## config.mk

```make
export PLATFORM = sky130hd
export DESIGN_NAME = hazard_stall_controller
export DESIGN_NICKNAME = d
export VERILOG_FILES = /design/src/rtl/mips_pkg.sv /design/src/rtl/md_busy_counter.sv /design/src/rtl/hazard_stall_controller.sv
export SDC_FILE = /design/constraint.sdc
export NUM_CORES = 1
export LEC_CHECK = 0
export CAP_MARGIN = 20
export CORE_UTILIZATION = 45
export CTS_CLUSTER_DIAMETER = 80
export DETAILED_ROUTE_END_ITERATION = 12
export PLACE_DENSITY = 0.76
export SLEW_MARGIN = 20
export SYNTH_ARGS = -nofsm -noshare
export SYNTH_HDL_FRONTEND = slang
export SYNTH_SLANG_ARGS = --single-unit
```

## constraint.sdc

```tcl
create_clock -name clk -period 2.8 [get_ports clk]
set_input_delay 0.56 -clock clk [delete_from_list [all_inputs] [get_ports clk]]
set_output_delay 0.56 -clock clk [all_outputs]
set_load 0.005 [all_outputs]
```

## src/rtl/mips_pkg.sv

```systemverilog
// Shared definitions for the MIPS pipeline control blocks: the mult/div sequencer
// state encoding, the register-specifier width and the hardwired zero register.
package mips_pkg;

    typedef enum logic {
        RUN     = 1'b0,
        MD_BUSY = 1'b1
    } md_state_t;

    localparam int REG_ADDR_W = 5;
    localparam logic [REG_ADDR_W-1:0] ZERO_REG = '0;
    localparam int MD_LATENCY_DEFAULT = 32;

endpackage

```

## src/rtl/md_busy_counter.sv

```systemverilog
// Countdown for the multi-cycle mult/div unit: loads on issue, decrements while
// busy, and flags the final busy cycle.
module md_busy_counter #(
    parameter int MD_LATENCY = 32
) (
    input  logic clk,
    input  logic reset,
    input  logic load,
    input  logic busy,
    output logic cnt_zero,
    output logic md_done
);

    localparam int CNT_W = $clog2(MD_LATENCY);

    logic [CNT_W-1:0] md_cnt;

    always_ff @(posedge clk) begin
        if (reset) begin
            md_cnt <= '0;
        end else if (load) begin
            md_cnt <= CNT_W'(MD_LATENCY - 1);
        end else if (busy && (md_cnt != '0)) begin
            md_cnt <= md_cnt - 1'b1;
        end
    end

    assign cnt_zero = (md_cnt == '0);
    assign md_done  = busy & cnt_zero & ~reset;

endmodule

```

## src/rtl/hazard_stall_controller.sv

```systemverilog
// Hazard/stall sequencer beside the ID-stage forwarding unit: load-use bubbles,
// taken-branch flushes, mult/div dependency stalls and a stall-cycle counter.
module hazard_stall_controller
    import mips_pkg::*;
#(
    parameter int MD_LATENCY  = MD_LATENCY_DEFAULT,
    parameter int REG_ADDR_W  = mips_pkg::REG_ADDR_W,
    parameter int STALL_CNT_W = 16
) (
    input  logic                   clk,
    input  logic                   reset,
    input  logic [REG_ADDR_W-1:0]  IF_ID_RS,
    input  logic [REG_ADDR_W-1:0]  IF_ID_RT,
    input  logic                   ID_uses_RT,
    input  logic [REG_ADDR_W-1:0]  ID_EX_RT,
    input  logic                   ID_EX_Mem_Read,
    input  logic                   EX_branch_taken,
    input  logic                   ID_md_start,
    input  logic                   ID_md_read,
    output logic                   PC_Write,
    output logic                   IF_ID_Write,
    output logic                   ID_EX_Bubble,
    output logic                   IF_ID_Flush,
    output logic                   ID_EX_Flush,
    output logic                   md_busy,
    output logic                   md_done,
    output logic [STALL_CNT_W-1:0] stall_cycles
);

    md_state_t state, state_nxt;
    logic      cnt_zero;
    logic      load_use;
    logic      md_conf;
    logic      stall;
    logic      flush;
    logic      md_accept;

    assign load_use = ID_EX_Mem_Read
                    & (ID_EX_RT != REG_ADDR_W'(ZERO_REG))
                    & ((ID_EX_RT == IF_ID_RS) | (ID_uses_RT & (ID_EX_RT == IF_ID_RT)));

    assign md_conf   = (state == MD_BUSY) & ~cnt_zero & (ID_md_start | ID_md_read);
    assign flush     = ~reset & EX_branch_taken;
    assign stall     = ~reset & ~EX_branch_taken & (load_use | md_conf);
    assign md_accept = ~reset & ID_md_start & ~EX_branch_taken & ~load_use & ~md_conf;

    md_busy_counter #(
        .MD_LATENCY (MD_LATENCY)
    ) u_md_cnt (
        .clk      (clk),
        .reset    (reset),
        .load     (md_accept),
        .busy     (state == MD_BUSY),
        .cnt_zero (cnt_zero),
        .md_done  (md_done)
    );

    always_ff @(posedge clk) begin
        if (reset) begin
            state <= RUN;
        end else begin
            state <= state_nxt;
        end
    end

    // A reload in the final busy cycle keeps the unit occupied without a gap.
    always_comb begin
        state_nxt = state;
        if (md_accept) begin
            state_nxt = MD_BUSY;
        end else if ((state == MD_BUSY) && cnt_zero) begin
            state_nxt = RUN;
        end
    end

    always_comb begin
        PC_Write     = 1'b1;
        IF_ID_Write  = 1'b1;
        ID_EX_Bubble = 1'b0;
        IF_ID_Flush  = 1'b0;
        ID_EX_Flush  = 1'b0;
        if (reset) begin
            PC_Write     = 1'b0;
            IF_ID_Write  = 1'b0;
            ID_EX_Bubble = 1'b1;
        end else if (flush) begin
            IF_ID_Flush  = 1'b1;
            ID_EX_Flush  = 1'b1;
        end else if (stall) begin
            PC_Write     = 1'b0;
            IF_ID_Write  = 1'b0;
            ID_EX_Bubble = 1'b1;
        end
    end

    assign md_busy = (state == MD_BUSY) & ~reset;

    always_ff @(posedge clk) begin
        if (reset) begin
            stall_cycles <= '0;
        end else if (stall && (stall_cycles != '1)) begin
            stall_cycles <= stall_cycles + 1'b1;
        end
    end

endmodule

```

==> run metrics <==
drt initial violations 65; final hold violation count 0; worst reg2reg endpoint stall_cycles[11]; area of the mapped netlist 0.001335 mm^2; Sum Neg Setup Slack 0 ns; number of synthesized flops with an enable pin 0; required time reported for the critical path endpoint roughly 2.2 ns; power per cell area about 340 mW/mm^2; area of the die 0.003188 mm^2; clock-pin slew reported for the worst setup and hold paths after clock tree synthesis 0.12 ns; Die Height 56.47 um; maximum number of pins on one net before global-route repair 35; leakage component of the power 0.6467 nW; number of detailed-routing iterations run before antenna repair 4; endpoint kind of the worst setup timing path output port; cell area after placement 0.001831 mm^2; Pwr Total 0.6356 mW; IR Drop Worst-Case VDD about 0.34 mV; DR WL/cell 13.65 um; Reg2Reg Launch Point u_md_cnt.md_cnt[0]; total number of vias 1370; worst-path cell with the longest stage delay or4_1; register cell area after layout about 440 um^2; post-layout worst setup margin 0.1122 ns; Critical Path, Cell by Cell clkdlybuf4s15_1 -> or4_1 -> o21a_1 -> a21oi_2 -> nor2_2 -> or2_2 -> buf_2; reported max-cap violation count 0; status finished clean; cell depth of the worst hold path 2; Area Overhead vs Synth 40.86%; Final #Nets 238; transition time at the pin with the least slew margin approximately 0.34 ns; area inside the core boundary between 0.002 and 0.003 mm^2; GRT overflow 0; endpoint arrival time on the critical path approximately 2.1 ns; final slew viol count 0; remaining routing DRC violations 0; vias per cell about 5.6; TritonCTS buffer count 3; fill count 224; terminating pin of the worst hold path u_md_cnt.md_cnt[0]; Post-Syn Area per Cell about 8 um^2; number of storage elements in the synthesis netlist 22; Clock Sinks 22; CTS tree done; Ys Warns 0; total non-filler cell area in the finished layout approximately 0.0019 mm^2; Top delay family on crit path simple AND/OR/NAND/NOR gates; fin crit period 2.688 ns; type of the tightest min-delay check reg2reg; buffer depth of the longest clock path 2; placed wire-length estimate 2.595 mm; Async S/R FF share, synth 0%; period utilization a little over nine tenths; multi-input gate area in the final layout 839.6 um^2; total routing usage reported by global routing 21.74%; RSZ-0062 raised after global routing false; r2r setup slk 0.53 ns; root buffer selected by CTS clkbuf_4; effective utilization at floorplan a little under half; number of instances in the synthesized netlist 162; fraction of the core area covered by cells at the end of the flow 67.61%; share of layout cells above drive strength 1 14.62%; remaining max-slew budget at the tightest pin 77.23%; CP startpoint kind input port; sequential element share of the synthesized area 32.99%; distinct cell type count of the synthesized netlist 42; global-route wire length before repair 5.602 mm; flip-flop cell with the highest count after synthesis dfxtp_1; antenna-violating nets left 0; total of hold buffers inserted after clock tree synthesis 0; clock latency on the worst-skew pair 0.31 ns; number of global-route vias before repair 1280; classification of the worst setup path in2out; number of buffer and inverter stages on the critical path 2; total of endpoints with negative setup slack in the final report 0; IO Port Bufs 44; largest stage delay on the critical path 0.53 ns; most common cell after layout, fill and taps aside clkdlybuf4s50_1; Fin Clk Skew 0.003724 ns; placer's final routability congestion estimate 0.8613; total nets after synthesis 187; die extent in x 56.47 um; htree depth 1; maximum fanout count along the critical path 3; worst setup slack after placement -0.4561 ns; leading cell types in the layout, fill and taps excluded clkdlybuf4s50_1 (37), dfxtp_1 (21), a21oi_1 (16); total length of routed wires between 3 and 4 mm; antenna violations before repair 0; worst r2r path cells 10; fmax between 300 and 400 MHz; Top-Level Pins 45; number of rows created at floorplan 19; startpoint of the lowest-slack hold path u_md_cnt.md_cnt[0]; number of diodes added for antenna fixing 0
## cells by family (layout without fill, tap and decap cells)
group           Yosys count  after routing  share of synthesized area, %
flops                    22             22                         32.99
xor+xnor                 12             12                         7.872
mux                       3              3                         2.999
compound gates           37             37                         16.97
buf+inv                  11             61                         5.061
simple gates             74             74                         31.30
fa+ha+maj                 3              3                         2.812
## tightest hold or removal path, cell delays in order, from the launching register on
cell and delay (ns):
dfxtp_2 0.35, inv_2 0.07, a21oi_1 0.06
## synthesized netlist by cell type (2+ instances only)
library cell / instances / area, um^2
or3_1: 6 / 37.54
o21ai_0: 2 / 10.01
dfxtp_1: 22 / 440.4
buf_6: 2 / 22.52
o31ai_1: 5 / 37.54
nor2_1: 11 / 41.29
a21oi_1: 16 / 80.08
nor2b_1: 6 / 37.54
clkbuf_1: 2 / 7.510
mux2_4: 2 / 30.03
nand3_1: 6 / 30.03
nand2_1: 16 / 60.06
xnor2_1: 12 / 105.1
nand2b_1: 2 / 12.51
inv_1: 3 / 11.26
ha_1: 3 / 37.54
nor3_1: 3 / 15.01
or4_1: 8 / 60.06
nand4_1: 5 / 31.28
buf_4: 3 / 22.52
o21ai_1: 6 / 30.03
## report_power, final
| part | leakage, nW | internal, mW | switching, mW |
|---|---|---|---|
| Sequential | 0.178 | 0.321 | 0.00773 |
| Combinational | 0.447 | 0.0745 | 0.0572 |
| Clock | 0.0210 | 0.0794 | 0.0958 |
| Total | 0.647 | 0.475 | 0.161 |
## metrics by stage
stage | instances | hold slack [ns]
detailed placement | 237 | 0.5010
global placement | 237 | 0.4807
CTS | 243 | 0.5185
global route | 243 | 0.5351
floorplan | 162 | 0.4804
finish | 243 | 0.5011
## per-layer routing
metal / share of wire (%) / vias to the layer above / global-route usage (%) / wire length, um
li1: - / 694 / - / -
met1: 45 / 638 / 26.36 / 1479
met2: 51 / 34 / 39.50 / 1683
met3: 3.9 / 4 / 4.378 / 130
met4: 0.69 / 0 / 4.181 / 23
met5: 0 / - / 0 / 0
## final cells by class
cell class | instances | area share, %
multi-input cells | 129 | 44.64
repair buffers | 54 | 27.28
flip-flops and latches | 22 | 23.49
well taps | 31 | 2.063
clock buffers | 4 | 1.929
inverters | 3 | 0.5988
## sequential cells by signal, indices dropped and copies added (netlist names)
signal           flops
state                1
stall_cycles        16
u_md_cnt.md_cnt      5
## what timing repair did
action / 4_1_cts / 5_1_grt
setup buffers: 2 / 0
resized for setup: 16 / 8
pin swaps: 4 / 3
hold endpoints to repair: 0 / 0
setup endpoints to repair: 3 / 3
## worst max-delay path by stage
| stage | cells after the start | endpoint | startpoint | slack (ns) |
|---|---|---|---|---|
| final | 7 | ID_EX_Bubble | ID_EX_RT[1] | 0.11 |
| after global routing | 9 | ID_EX_Bubble | u_md_cnt.md_cnt[0] | 0.01 |
| after CTS | 7 | ID_EX_Bubble | ID_EX_RT[3] | 0.02 |
| after detailed placement | 7 | ID_EX_Bubble | ID_EX_RT[1] | -0.46 |
| after global placement | 7 | ID_EX_Bubble | ID_EX_RT[1] | -0.44 |
| after floorplan | 6 | ID_EX_Bubble | ID_EX_RT[1] | 0.36 |
Note: power is estimated with default switching activity, not from simulation.
